### config.mk
export PLATFORM = sky130hd
export DESIGN_NAME = occ_gt_link_tester_flat
export DESIGN_NICKNAME = d
export VERILOG_FILES = /design/src/rtl/occ_gt_link_tester_pkg.sv /design/src/rtl/occ_gt_link_tester_if.sv /design/src/rtl/occ_gt_link_tester_pattern_gen.sv /design/src/rtl/occ_gt_link_tester.sv /design/src/flat_wrapper.sv
export SDC_FILE = /design/constraint.sdc
export NUM_CORES = 1
export LEC_CHECK = 0
export ABC_AREA = 0
export CORE_UTILIZATION = 45
export DETAILED_ROUTE_END_ITERATION = 6
export PLACE_DENSITY = 0.69
export REMOVE_ABC_BUFFERS = 1
export SLEW_MARGIN = 15
export SYNTH_ARGS = -nofsm -noshare
export SYNTH_HDL_FRONTEND = slang
export SYNTH_SLANG_ARGS = --single-unit
### constraint.sdc
create_clock -name clk_i -period 8.39 [get_ports clk_i]
set_clock_uncertainty 0.1 [all_clocks]
set_input_delay 0.839 -clock clk_i [delete_from_list [all_inputs] [get_ports clk_i]]
set_output_delay 0.839 -clock clk_i [all_outputs]
set_load 0.02 [all_outputs]
### src/rtl/occ_gt_link_tester_pkg.sv
// Shared constants, checker state encoding and comma builders for the GT link tester.
package occ_gt_tester_pkg;

  localparam logic [7:0] K28_5_BYTE = 8'hBC;
  localparam logic [7:0] FILL_BYTE  = 8'h95;
  localparam int         MAX_BYTES  = 4;

  typedef logic [1:0] chk_state_t;
  localparam chk_state_t ST_HUNT   = 2'd0;
  localparam chk_state_t ST_SYNC   = 2'd1;
  localparam chk_state_t ST_LOCKED = 2'd2;

  // Comma data word, LSB-aligned: K28.5 in the top used byte, filler below, zero above.
  function automatic logic [8*MAX_BYTES-1:0] comma_data(input int n_bytes);
    logic [8*MAX_BYTES-1:0] w;
    w = '0;
    for (int i = 0; i < MAX_BYTES; i++) begin
      if (i < n_bytes - 1) w[8*i +: 8] = FILL_BYTE;
      else if (i == n_bytes - 1) w[8*i +: 8] = K28_5_BYTE;
    end
    return w;
  endfunction

  // K flags of the comma word: only the K28.5 byte is a control character.
  function automatic logic [MAX_BYTES-1:0] comma_k(input int n_bytes);
    logic [MAX_BYTES-1:0] k;
    k = '0;
    for (int i = 0; i < MAX_BYTES; i++) begin
      if (i == n_bytes - 1) k[i] = 1'b1;
    end
    return k;
  endfunction

endpackage

### src/rtl/occ_gt_link_tester_if.sv
// TX pattern, RX word stream and status bundle between the tile user ports and the tester.
interface occ_gt_link_tester_if #(
  parameter int g_BYTES     = 2,
  parameter int g_CNT_WIDTH = 32
);
  logic [8*g_BYTES-1:0]   tx_data_o;
  logic [g_BYTES-1:0]     tx_charisk_o;
  logic                   rx_valid_i;
  logic [8*g_BYTES-1:0]   rx_data_i;
  logic [g_BYTES-1:0]     rx_charisk_i;
  logic [g_BYTES-1:0]     rx_disperr_i;
  logic [g_BYTES-1:0]     rx_notintable_i;
  logic                   clear_i;
  logic                   locked_o;
  logic                   err_o;
  logic [g_CNT_WIDTH-1:0] err_cnt_o;
  logic [g_CNT_WIDTH-1:0] word_cnt_o;

  modport master (
    output tx_data_o, tx_charisk_o, locked_o, err_o, err_cnt_o, word_cnt_o,
    input  rx_valid_i, rx_data_i, rx_charisk_i, rx_disperr_i, rx_notintable_i, clear_i
  );

  modport slave (
    input  tx_data_o, tx_charisk_o, locked_o, err_o, err_cnt_o, word_cnt_o,
    output rx_valid_i, rx_data_i, rx_charisk_i, rx_disperr_i, rx_notintable_i, clear_i
  );
endinterface

### src/rtl/occ_gt_link_tester_pattern_gen.sv
// TX counter pattern with a K28.5 comma word replacing every P-th count.
module occ_gt_pattern_gen
  import occ_gt_tester_pkg::*;
#(
  parameter int g_BYTES             = 2,
  parameter int g_COMMA_PERIOD_LOG2 = 5
) (
  input  logic                 clk_i,
  input  logic                 rst_i,
  output logic [8*g_BYTES-1:0] tx_data_o,
  output logic [g_BYTES-1:0]   tx_charisk_o
);
  localparam int W = 8 * g_BYTES;
  localparam logic [8*MAX_BYTES-1:0] COMMA_ALL_D = comma_data(g_BYTES);
  localparam logic [MAX_BYTES-1:0]   COMMA_ALL_K = comma_k(g_BYTES);
  localparam logic [W-1:0]           COMMA_D     = COMMA_ALL_D[W-1:0];
  localparam logic [g_BYTES-1:0]     COMMA_K     = COMMA_ALL_K[g_BYTES-1:0];

  // cnt_q holds the count of the word to be emitted next; the output register holds word 0 in reset.
  logic [W-1:0]       cnt_q, cnt_d;
  logic [W-1:0]       data_q, data_d;
  logic [g_BYTES-1:0] k_q, k_d;

  // Next word: comma on period boundaries, raw count otherwise.
  always_comb begin
    cnt_d = cnt_q + 1'b1;
    if (cnt_q[g_COMMA_PERIOD_LOG2-1:0] == '0) begin
      data_d = COMMA_D;
      k_d    = COMMA_K;
    end else begin
      data_d = cnt_q;
      k_d    = '0;
    end
  end

  // Pattern registers.
  always_ff @(posedge clk_i or posedge rst_i) begin
    if (rst_i) begin
      cnt_q  <= W'(1);
      data_q <= COMMA_D;
      k_q    <= COMMA_K;
    end else begin
      cnt_q  <= cnt_d;
      data_q <= data_d;
      k_q    <= k_d;
    end
  end

  assign tx_data_o    = data_q;
  assign tx_charisk_o = k_q;
endmodule

### src/rtl/occ_gt_link_tester.sv
// Link pattern generator plus RX checker: hunts comma, locks to the counter, counts bad words.
//
// state     | meaning
// ST_HUNT   | waiting for an exact comma word
// ST_SYNC   | comma seen, expecting the word that follows it (count mod P == 1)
// ST_LOCKED | tracking the counter, checking and counting every valid word
module occ_gt_link_tester
  import occ_gt_tester_pkg::*;
#(
  parameter int g_BYTES             = 2,
  parameter int g_COMMA_PERIOD_LOG2 = 5,
  parameter int g_LOSS_THRESH       = 4,
  parameter int g_CNT_WIDTH         = 32
) (
  input logic                  clk_i,
  input logic                  rst_i,
  occ_gt_link_tester_if.master lnk
);
  localparam int W   = 8 * g_BYTES;
  localparam int PL  = g_COMMA_PERIOD_LOG2;
  localparam int BRW = $clog2(g_LOSS_THRESH + 1);
  localparam logic [8*MAX_BYTES-1:0] COMMA_ALL_D = comma_data(g_BYTES);
  localparam logic [MAX_BYTES-1:0]   COMMA_ALL_K = comma_k(g_BYTES);
  localparam logic [W-1:0]           COMMA_D     = COMMA_ALL_D[W-1:0];
  localparam logic [g_BYTES-1:0]     COMMA_K     = COMMA_ALL_K[g_BYTES-1:0];
  localparam logic [BRW-1:0]         LOSS_THRESH = BRW'(g_LOSS_THRESH);

  logic [W-1:0]       tx_data;
  logic [g_BYTES-1:0] tx_k;

  occ_gt_pattern_gen #(
    .g_BYTES             (g_BYTES),
    .g_COMMA_PERIOD_LOG2 (g_COMMA_PERIOD_LOG2)
  ) u_gen (
    .clk_i        (clk_i),
    .rst_i        (rst_i),
    .tx_data_o    (tx_data),
    .tx_charisk_o (tx_k)
  );

  assign lnk.tx_data_o    = tx_data;
  assign lnk.tx_charisk_o = tx_k;

  chk_state_t             state_q, state_d;
  logic [W-1:0]           exp_q, exp_d;
  logic [BRW-1:0]         bad_run_q, bad_run_d, bad_run_inc;
  logic                   err_q, err_d;
  logic [g_CNT_WIDTH-1:0] err_cnt_q, err_cnt_d;
  logic [g_CNT_WIDTH-1:0] word_cnt_q, word_cnt_d;
  logic [W-1:0]           exp_data;
  logic [g_BYTES-1:0]     exp_k;
  logic                   rx_is_comma, rx_is_sync, rx_bad;

  // Classify the incoming word against the comma, the sync word and the expected word.
  always_comb begin
    rx_is_comma = (lnk.rx_data_i == COMMA_D) && (lnk.rx_charisk_i == COMMA_K);
    rx_is_sync  = (lnk.rx_charisk_i == '0) && (lnk.rx_data_i[PL-1:0] == PL'(1));
    if (exp_q[PL-1:0] == '0) begin
      exp_data = COMMA_D;
      exp_k    = COMMA_K;
    end else begin
      exp_data = exp_q;
      exp_k    = '0;
    end
    rx_bad = (lnk.rx_data_i != exp_data) || (lnk.rx_charisk_i != exp_k) ||
             (|lnk.rx_disperr_i) || (|lnk.rx_notintable_i);
    bad_run_inc = bad_run_q + 1'b1;
  end

  // Checker FSM and counters; everything holds while rx_valid_i is low, clear wins over counting.
  always_comb begin
    state_d    = state_q;
    exp_d      = exp_q;
    bad_run_d  = bad_run_q;
    err_d      = 1'b0;
    err_cnt_d  = err_cnt_q;
    word_cnt_d = word_cnt_q;
    if (lnk.rx_valid_i) begin
      case (state_q)
        ST_HUNT: begin
          if (rx_is_comma) state_d = ST_SYNC;
        end
        ST_SYNC: begin
          if (rx_is_sync) begin
            state_d   = ST_LOCKED;
            exp_d     = lnk.rx_data_i + 1'b1;
            bad_run_d = '0;
          end else begin
            state_d = ST_HUNT;
          end
        end
        ST_LOCKED: begin
          exp_d = exp_q + 1'b1;
          if (word_cnt_q != '1) word_cnt_d = word_cnt_q + 1'b1;
          if (rx_bad) begin
            err_d = 1'b1;
            if (err_cnt_q != '1) err_cnt_d = err_cnt_q + 1'b1;
            if (bad_run_inc == LOSS_THRESH) begin
              state_d   = ST_HUNT;
              bad_run_d = '0;
            end else begin
              bad_run_d = bad_run_inc;
            end
          end else begin
            bad_run_d = '0;
          end
        end
        default: state_d = ST_HUNT;
      endcase
    end
    if (lnk.clear_i) begin
      err_cnt_d  = '0;
      word_cnt_d = '0;
    end
  end

  // Checker registers.
  always_ff @(posedge clk_i or posedge rst_i) begin
    if (rst_i) begin
      state_q    <= ST_HUNT;
      exp_q      <= '0;
      bad_run_q  <= '0;
      err_q      <= 1'b0;
      err_cnt_q  <= '0;
      word_cnt_q <= '0;
    end else begin
      state_q    <= state_d;
      exp_q      <= exp_d;
      bad_run_q  <= bad_run_d;
      err_q      <= err_d;
      err_cnt_q  <= err_cnt_d;
      word_cnt_q <= word_cnt_d;
    end
  end

  assign lnk.locked_o   = (state_q == ST_LOCKED);
  assign lnk.err_o      = err_q;
  assign lnk.err_cnt_o  = err_cnt_q;
  assign lnk.word_cnt_o = word_cnt_q;
endmodule

### src/flat_wrapper.sv
// flat-port wrapper written by rule: the top's interface ports become plain ports
module occ_gt_link_tester_flat import occ_gt_tester_pkg::*;
#(
  parameter int g_BYTES             = 2,
  parameter int g_COMMA_PERIOD_LOG2 = 5,
  parameter int g_LOSS_THRESH       = 4,
  parameter int g_CNT_WIDTH         = 32
)
  (clk_i, rst_i, lnk_tx_data_o, lnk_tx_charisk_o, lnk_locked_o, lnk_err_o, lnk_err_cnt_o, lnk_word_cnt_o, lnk_rx_valid_i, lnk_rx_data_i, lnk_rx_charisk_i, lnk_rx_disperr_i, lnk_rx_notintable_i, lnk_clear_i);
  occ_gt_link_tester_if #(.g_BYTES(g_BYTES), .g_CNT_WIDTH(g_CNT_WIDTH)) lnk_i ();
  input logic clk_i;
  input logic rst_i;
  output wire logic [$bits(lnk_i.tx_data_o)-1:0] lnk_tx_data_o;
  output wire logic [$bits(lnk_i.tx_charisk_o)-1:0] lnk_tx_charisk_o;
  output wire logic [$bits(lnk_i.locked_o)-1:0] lnk_locked_o;
  output wire logic [$bits(lnk_i.err_o)-1:0] lnk_err_o;
  output wire logic [$bits(lnk_i.err_cnt_o)-1:0] lnk_err_cnt_o;
  output wire logic [$bits(lnk_i.word_cnt_o)-1:0] lnk_word_cnt_o;
  input wire logic [$bits(lnk_i.rx_valid_i)-1:0] lnk_rx_valid_i;
  input wire logic [$bits(lnk_i.rx_data_i)-1:0] lnk_rx_data_i;
  input wire logic [$bits(lnk_i.rx_charisk_i)-1:0] lnk_rx_charisk_i;
  input wire logic [$bits(lnk_i.rx_disperr_i)-1:0] lnk_rx_disperr_i;
  input wire logic [$bits(lnk_i.rx_notintable_i)-1:0] lnk_rx_notintable_i;
  input wire logic [$bits(lnk_i.clear_i)-1:0] lnk_clear_i;
  assign lnk_tx_data_o = lnk_i.tx_data_o;
  assign lnk_tx_charisk_o = lnk_i.tx_charisk_o;
  assign lnk_locked_o = lnk_i.locked_o;
  assign lnk_err_o = lnk_i.err_o;
  assign lnk_err_cnt_o = lnk_i.err_cnt_o;
  assign lnk_word_cnt_o = lnk_i.word_cnt_o;
  assign lnk_i.rx_valid_i = lnk_rx_valid_i;
  assign lnk_i.rx_data_i = lnk_rx_data_i;
  assign lnk_i.rx_charisk_i = lnk_rx_charisk_i;
  assign lnk_i.rx_disperr_i = lnk_rx_disperr_i;
  assign lnk_i.rx_notintable_i = lnk_rx_notintable_i;
  assign lnk_i.clear_i = lnk_clear_i;
  occ_gt_link_tester #(.g_BYTES(g_BYTES), .g_COMMA_PERIOD_LOG2(g_COMMA_PERIOD_LOG2), .g_LOSS_THRESH(g_LOSS_THRESH), .g_CNT_WIDTH(g_CNT_WIDTH)) u_core (.clk_i(clk_i), .rst_i(rst_i), .lnk(lnk_i));
endmodule
**After elaboration in Yosys (flattened, before gate mapping)**

Index checks and enable logic that the tools add are counted.
Widths: inputs -> output; s select.

- Reduce and logical (&&, ||, !) cells: 21
- Eq/ne operators: 14
- $lt $le $gt $ge: 0
- Bitwise gates (word level): 0
- Shift-type cells: 0
- Divide/modulo/power cells: 0
- Multiplexer cells: 27
- Multipliers: 0
- Add/sub/neg operators: 6

Operators by type and width:

| cell | count |
|---|---|
| $mux 32 | 9 |
| $add 32x1->32 const B | 2 |
| $ne 32x32->1 const B | 2 |
| $add 16x1->16 const B | 3 |
| $mux 16 | 3 |
| $pmux 16 s2 | 1 |
| $eq 16x16->1 const B | 1 |
| $ne 16x16->1 | 1 |
| $mux 2 | 6 |
| $reduce_bool 2->1 | 6 |
| $logic_not 5->1 | 2 |
| $mux 3 | 3 |
| $ne 2x1->1 const B | 4 |
| $reduce_and 4->1 | 2 |
| $pmux 2 s3 | 1 |
| $pmux 3 s2 | 1 |
| $reduce_and 3->1 | 2 |
| $eq 5x1->1 const B | 1 |
| $eq 2x2->1 const B | 2 |
| $logic_not 2->1 | 2 |
| $reduce_or 2->1 | 2 |
| $add 3x1->3 const B | 1 |
| $eq 3x3->1 const B | 1 |
| $logic_or 1x1->1 | 3 |
| 4 further kinds | 7 |

- Input port bits: 26
- Memory bits (read-only): 0
- Output and inout port bits: 84
- Memory bits (writable): 0
- Flip-flop bits (word level): 120
- Memories: 0
- Latch bits: 0

**Depth between registers and ports, before layout**

Gate-level depths: netlist of the first run.

- Depth after elaboration: 10
- Gate-level depth with buffers: 13
- Depth with buffers taken out: 10

**Hierarchy**

A second synthesis of the first run with hierarchy kept.

- Cell total of the unflattened synthesis: 739
- Area, all modules: 6796.5 µm²

Modules (own cells, without submodules):

| module | instances | cells each | area each (µm²) |
|---|---|---|---|
| occ_gt_link_tester | 1 | 645 | 5551.6 |
| occ_gt_pattern_gen | 1 | 94 | 1244.9 |

**Worst setup path after synthesis of the first run**

Ideal clock, no wire load.

- Kind: register to register
- From: register u_core.state_q[0]
- To: register u_core.exp_q[14]
- Required time: 8.186 ns
- Period minus slack after synthesis: 3.299 ns
- Stages on the path, launching flop included: 14
- Library setup time: 0.104 ns
- Slack: 5.091 ns
- Arrival time: 3.095 ns
- Cells stage by stage: dfrtp_1 -> nand2b_1 -> buf_4 -> inv_2 -> buf_1 -> buf_1 -> nand2_1 -> nand2_1 -> ha_1 -> and3_1 -> nand3_1 -> or3b_1 -> a21o_1 -> a221oi_1

- Longest elaborated chain between the ends: 3
- Elaborated cells between the ends (all ways): 6

Ends and longest elaborated chain:

| item | RTL line | RTL |
|---|---|---|
| from (decl) | occ_gt_link_tester.sv:44 | `chk_state_t state_q, state_d;` |
| from (signal assigned) | occ_gt_link_tester.sv:127 | `state_q <= state_d;` |
| $eq 2x2->1 (*) | - |  |
| via lnk_locked_o | flat_wrapper.sv:15 | `output wire logic [$bits(lnk_i.locked_o)-1:0] lnk_locked_o;` |
| $reduce_bool 2->1 (no source line) | - |  |
| $reduce_and 3->1 (no source line) | - |  |
| to (signal assigned) | occ_gt_link_tester.sv:128 | `exp_q <= exp_d;` |
| to (decl) | occ_gt_link_tester.sv:45 | `logic [W-1:0] exp_q, exp_d;` |

The timed path passes the listed nets; every way through them passes the cells marked *.
A chain may end at the register's enable or synchronous reset.

**Worst setup path after layout of the first run**

- From: register u_core.state_q[0]
- To: register u_core.exp_q[14]

- Longest elaborated chain between the ends: 3
- Elaborated cells between the ends (all ways): 6

Ends and longest elaborated chain:

| item | RTL line | RTL |
|---|---|---|
| $eq 2x1->1 or $eq 2x2->1 (tied branches) | occ_gt_link_tester.sv:79 | `case (state_q)` |
| $ne 2x1->1 (no source line) or $reduce_bool 2->1 (tied branches) | - |  |
| $reduce_and 3->1 (no source line) | - |  |

Several ways; a longest one is shown, not always the timed one.

==> flow_summary.toml, run 1 <==
[timing]
rsz0062_at_grt = "no"
worst_slew_pin_slew_ns = 0.987
fin_crit_sh_pct = 46.3
period_needed_ns = 3.88
max-slew-margin-rel_pct = 34.2
worst_slack_ns = 4.51
hold_ws_ns = 0.369
fin_setup_tns_ns = 0
fmax_mhz = 258
drv_slew = 0
finalHoldViolCount = 0
setup_viol = 0

[yosys]
ys_ff_latch = 119
synthSimpleGateAreaFrac_pct = 27.4
yosysWarnings = 0
synth_cell_type_count = 69
yosysTopAreaCell = "dfrtp_1"
synthesis.area_per_instance_um2 = 9.16
synth-seq-area-share_pct = 44.5
synth_fa_ha_area_share_pct = 1.30
synth_cells = 733
ys.flop_type = "dfrtp_1"
synthTopCellsByArea = "dfrtp_1 (40%), dfstp_2 (4.3%), a21oi_1 (3.8%)"
synthTopCellsByCount = "dfrtp_1 (108), nor2_1 (68), nand2_1 (61), a21oi_1 (51), nand3_1 (37)"
netlist.area_leader.share_pct = 40.2
synth_top_family_by_area = "simple AND/OR/NAND/NOR gates"
synth.most_common_cell = "dfrtp_1"
synth-compound-area-share_pct = 14.3
synthXorXnorAreaFrac_pct = 5.87
synth-edff-count = 0
postSynth.asyncResetShare_pct = 100
syn-cell-area_um2 = 6720
synth_mux_area_share_pct = 2.83

[detailed_routing]
post_drt_wl_per_cell_um = 16.5
via_per_inst = 5.84
drt_drc_violations_left = 0
drt_iter0_markers = 470
routed_wl_um = 16900
first_pass_iters = 7
vias = 5995
postRouteAntennaNets = 0

[global_route]
grt_util_all_layers_pct = 23.1
grt_pass1_wl_um = 27800
grt-ovfl-total = 0
grt_pass1_vias = 5643
antenna_found_initial = 0
grt_start_max_net_pins = 74

[critical_path]
path_buf_inv = 1
critical_path_class = "register to register"
crit_arrival_ns = 4.09
cp_max_fo = 36
crit_path_top_delay_cell = "nand2b_1"
cp_cell_sequence = "nand2b_1, inv_2, o21ai_0, ha_1, and3_1, nand3_1, or3b_1, a21o_1, a221oi_1"
cp_top_family = "simple AND/OR/NAND/NOR gates"
max_stage_delay_ns = 0.67
reg2reg_slack_ns = 4.51
crit_path_end_kind = "register"
crit_path_start_kind = "register"
worstPathRequired_ns = 8.60

[final_layout]
drive_above_1_share_pct = 8.91
layoutNonFillerInstCount = 1026
utilization_pct = 58.5
nFillCells = 1269
register_area_um2 = 2990
nNetsFinal = 862
syn_to_final_growth_pct = 26.7
multi_input_comb_area_um2 = 3480
design_area_um2 = 8510
antennaDiodeCount = 0

[clock_tree]
numCtsBuffers = 17
postCtsHoldBufs = 0
insertion_delay_ns = 0.42
htreeDepth = 4
cts_tree = "built"
cts_buffer_depth = 2
cts_resized = 0
postCtsSetupBuffers = 0
root_buffer = "clkbuf_16"
cts.clk_slew.worst_paths_ns = 0.06
clkSinkCount = 119

[die]
design.core.area_um2 = 14500
initial_utilization_pct = 46.2
ios = 110
die_w_um = 124
core.rowCount = 44
die_y_um = 124
dieArea_um2 = 15400

[place]
dp.cells = 994
portBuffers = 108
post_dp_cell_area_um2 = 7880
gp_congestion = 0.889
pre_cts_slack_ns = 4.55
hpwlAfterDp_um = 11500

[power]
p_leak_nw = 3.47
p_total_mw = 1.40
peakVddDrop_mv = 0.154
power_density_nw_per_um2 = 164

[outcome]
outcome = "finished, final reports clean"

[worst_hold_path]
hold_class = "register to register"

[run]
max_cap_violations = 0
[cell usage in the layout (no fill, tap or decap), drive strengths merged, types with 9 or more instances in the layout]
| cell | netlist | routed |
|---|---|---|
| nor2b | 14 | 14 |
| o21ai | 41 | 41 |
| xor2 | 18 | 18 |
| and3 | 22 | 22 |
| nand2 | 62 | 62 |
| mux2 | 9 | 9 |
| inv | 23 | 23 |
| nor2 | 70 | 70 |
| a21oi | 51 | 51 |
| and4 | 14 | 14 |
| nand4 | 25 | 25 |
| clkdlybuf4s50 | 0 | 107 |
| dfstp | 11 | 11 |
| dfrtp | 108 | 108 |
| nand3 | 39 | 39 |
| nor3 | 20 | 20 |
| or3 | 21 | 21 |
| or4 | 11 | 11 |
| xnor2 | 27 | 27 |
| nand2b | 10 | 10 |
| clkbuf | 22 | 20 |
| or2 | 9 | 9 |
[worst paths after layout]
kind                                       start                   endpoint  depth (start not counted)
max in group asynchronous                  rst_i  u_core.lnk.word_cnt_o[24]                          3
hold reg to reg            u_core.u_gen.cnt_q[3]  u_core.u_gen.tx_data_o[3]                          0
setup reg to reg               u_core.state_q[0]           u_core.exp_q[14]                          9
setup / recovery               u_core.state_q[0]           u_core.exp_q[14]                          9
hold / removal             u_core.u_gen.cnt_q[3]  u_core.u_gen.tx_data_o[3]                          0
min in group asynchronous                  rst_i     u_core.u_gen.cnt_q[13]                          2
[power by group]
part	switching [mW]	total (mW)	internal (mW)
Sequential	0.00106	0.576	0.575
Combinational	0.0374	0.0569	0.0195
Clock	0.262	0.766	0.503
Total	0.301	1.40	1.10
[layer usage]
| layer | vias up | global-route usage [%] | wire [um] |
|---|---|---|---|
| met4 | 0 | 8.85 | 236 |
| met2 | 187 | 36.5 | 8040 |
| met1 | 2927 | 31.0 | 7720 |
| met5 | - | 0 | 0 |
| met3 | 28 | 5.17 | 944 |
| li1 | 2853 | - | - |
[final cells by class]
class / instances / area share (%)
inverter: 23 / 1.04
clock inverter: 12 / 2.07
sequential: 119 / 35.2
multi-input combinational: 558 / 40.9
timing repair buffer: 110 / 12.8
clock buffer: 20 / 5.25
tap: 184 / 2.71
[flip-flops by register name, summed over array words and instances (netlist names)]
| signal | flops |
|---|---|
| u_core.u_gen.cnt_q | 16 |
| u_core.lnk.word_cnt_o | 32 |
| u_core.exp_q | 16 |
| u_core.u_gen.tx_data_o | 16 |
| u_core.u_gen.tx_charisk_o | 1 |
| u_core.state_q | 2 |
| u_core.lnk.err_o | 1 |
| u_core.bad_run_q | 3 |
| u_core.lnk.err_cnt_o | 32 |
[logic make-up (layout without fill, tap and decap cells)]
family	after synthesis	count (layout)
XOR/XNOR	45	45
flip-flops	119	119
AO/OA/AOI/OAI	149	149
multiplexers	16	16
AND/OR/NAND/NOR	340	340
other	1	1
adder cells (fa/ha/maj)	7	7
buffers and inverters	56	165
No activity file was read; power rests on OpenSTA's default activity.
==> inputs of run 2 (changes only) <==
clock period = 4.1 ns   (was 8.39 ns; I/O delays follow)
==> run 2 against run 1 <==
  * Critical endpoint is now u_core.lnk.err_cnt_o[17]
  * Largest cell class unchanged
  * Flip-flop and latch count unchanged
  * Wire length rose by 0.68%
  * Sequential share of layout area decreased by 0.24 points
  * Count of clock-buffer cells in the layout decreased by 3
  * Global-route usage up 0.29 points
  * Register-to-register slack lost 3.6 ns
  * Non-clock buffer count rose by 7
  * Cell area increased by 0.68%
  * Largest power group unchanged
  * Combinational power grew 110%
  * Die area unchanged
  * Utilization increased by 0.40 points
==> flow_summary.toml, run 2 (synthesis gave the netlist of run 1 again) <==
[outcome]
outcome = "finished, final reports clean"

[critical_path]
critical_path_class = "register to register"
cp_max_fo = 34
crit_path_top_delay_cell = "or4_1"
crit_arrival_ns = 3.38
cp_cell_sequence = "or4_1, or4_4, o41ai_4, nand3_2, nor2_4, nor3_1, mux2_4"
crit_path_start_kind = "register"
max_stage_delay_ns = 0.70
worstPathRequired_ns = 4.30
crit_path_end_kind = "register"

[power]
p_leak_nw = 3.52
peakVddDrop_mv = 0.339
power_density_nw_per_um2 = 337

[clock_tree]
root_buffer = "clkbuf_16"
postCtsHoldBufs = 0
postCtsSetupBuffers = 0
numCtsBuffers = 17
insertion_delay_ns = 0.42
clkSinkCount = 119
cts_buffer_depth = 2
htreeDepth = 4
cts_tree = "built"
cts.clk_slew.worst_paths_ns = 0.06
cts_resized = 0

[detailed_routing]
drt_drc_violations_left = 0
postRouteAntennaNets = 0
drt_iter0_markers = 471
routed_wl_um = 17100
vias = 6092
via_per_inst = 5.90
first_pass_iters = 7
post_drt_wl_per_cell_um = 16.5

[final_layout]
utilization_pct = 58.9
nNetsFinal = 869
drive_above_1_share_pct = 9.89
design_area_um2 = 8560
syn_to_final_growth_pct = 27.5
antennaDiodeCount = 0
final_cell_mix = "dfrtp_1 (108), clkdlybuf4s50_1 (107), nor2_1 (68), nand2_1 (61), a21oi_1 (51)"
nFillCells = 1244
mostFrequentLayoutCell = "dfrtp_1"

[timing]
drv_slew = 0
finalHoldViolCount = 0
rsz0062_at_grt = "no"
fin_crit_sh_pct = 77.4
setup_viol = 0
fin_setup_tns_ns = 0
worst_slew_pin_slew_ns = 1.03
max-slew-margin-rel_pct = 31.1
period_needed_ns = 3.17
fmax_mhz = 315

[die]
ios = 110
initial_utilization_pct = 46.2
core.rowCount = 44
dieArea_um2 = 15400
die_y_um = 124
die_w_um = 124
design.core.area_um2 = 14500

[global_route]
grt_pass1_vias = 5892
antenna_found_initial = 0
grt_util_all_layers_pct = 23.4
grt_start_max_net_pins = 58
grt-ovfl-total = 0
grt_pass1_wl_um = 28100

[worst_hold_path]
hold_class = "primary input to async pin"

[place]
hpwlAfterDp_um = 11800
post_dp_cell_area_um2 = 7940
gp_congestion = 0.894
portBuffers = 108

[run]
max_cap_violations = 0
==> run 2: cell types whose count changed in the layout (fill, tap and decap cells not counted), sizes merged <==
cell,before,now
clkinvlp,5,0
bufinv,4,3
buf,3,10
clkinv,3,2
clkbuf,20,17
inv,23,33
==> run 2: per-stage QoR <==
stage / setup WS [ns] / total power [mW] / hold WS [ns] / std cells
6_report: 0.927 / 2.89 / 0.362 / 1033
5_1_grt: 0.834 / 2.98 / 0.415 / 1033
4_1_cts: 0.970 / 2.92 / 0.386 / 1033
3_5_place_dp: 0.821 / 1.32 / 0.371 / 1001
3_3_place_gp: 0.847 / 1.32 / 0.353 / 1001
2_1_floorplan: 0.451 / 1.25 / 0.324 / 700
==> run 2: area by class of cell <==
type                    instances  area, um2  share of cell area (%)
inverters                      23       88.8                    1.04
multi-input cells             558       3480                    40.7
repair buffers                117       1140                    13.4
clock inverters                15        203                    2.37
well taps                     184        230                    2.69
flip-flops and latches        119       2990                    34.9
clock buffers                  17        425                    4.97
==> run 2: final timing paths <==
check / cells after the start / start / slack (ns) / to
worst min register to register: 0 / u_core.u_gen.cnt_q[3] / 0.39 / u_core.u_gen.tx_data_o[3]
worst max register to register: 7 / u_core.exp_q[0] / 0.93 / u_core.lnk.err_cnt_o[17]
min in group clk_i: 0 / u_core.u_gen.cnt_q[3] / 0.39 / u_core.u_gen.tx_data_o[3]
worst max-delay path: 7 / u_core.exp_q[0] / 0.93 / u_core.lnk.err_cnt_o[17]
max in group asynchronous: 3 / rst_i / 2.68 / u_core.exp_q[2]
worst min-delay path: 2 / rst_i / 0.36 / u_core.u_gen.cnt_q[14]
==> run 2: per-layer routing <==
layer	GRT usage (%)	part of all wire [%]	routed length [um]	vias to the layer above
li1	-	-	-	2871
met4	8.71	1.8	306	0
met3	6.18	6.3	1070	31
met1	30.8	45	7660	2973
met2	36.9	47	8020	217
met5	0	0	0	-
==> run 2: power breakdown <==
group	internal (mW)	switching, mW	total (mW)
registers	1.18	0.00219	1.18
logic	0.0418	0.0773	0.119
clock network	0.983	0.607	1.59
==> run 2: critical path, delay by kind of cell (launching register included) <==
| family | cells | cell delay (ns) |
|---|---|---|
| muxes | 1 | 0.33 |
| and+or+nand+nor | 5 | 2.08 |
| DFF | 1 | 0.43 |
| AOI/OAI and AO/OA | 1 | 0.09 |
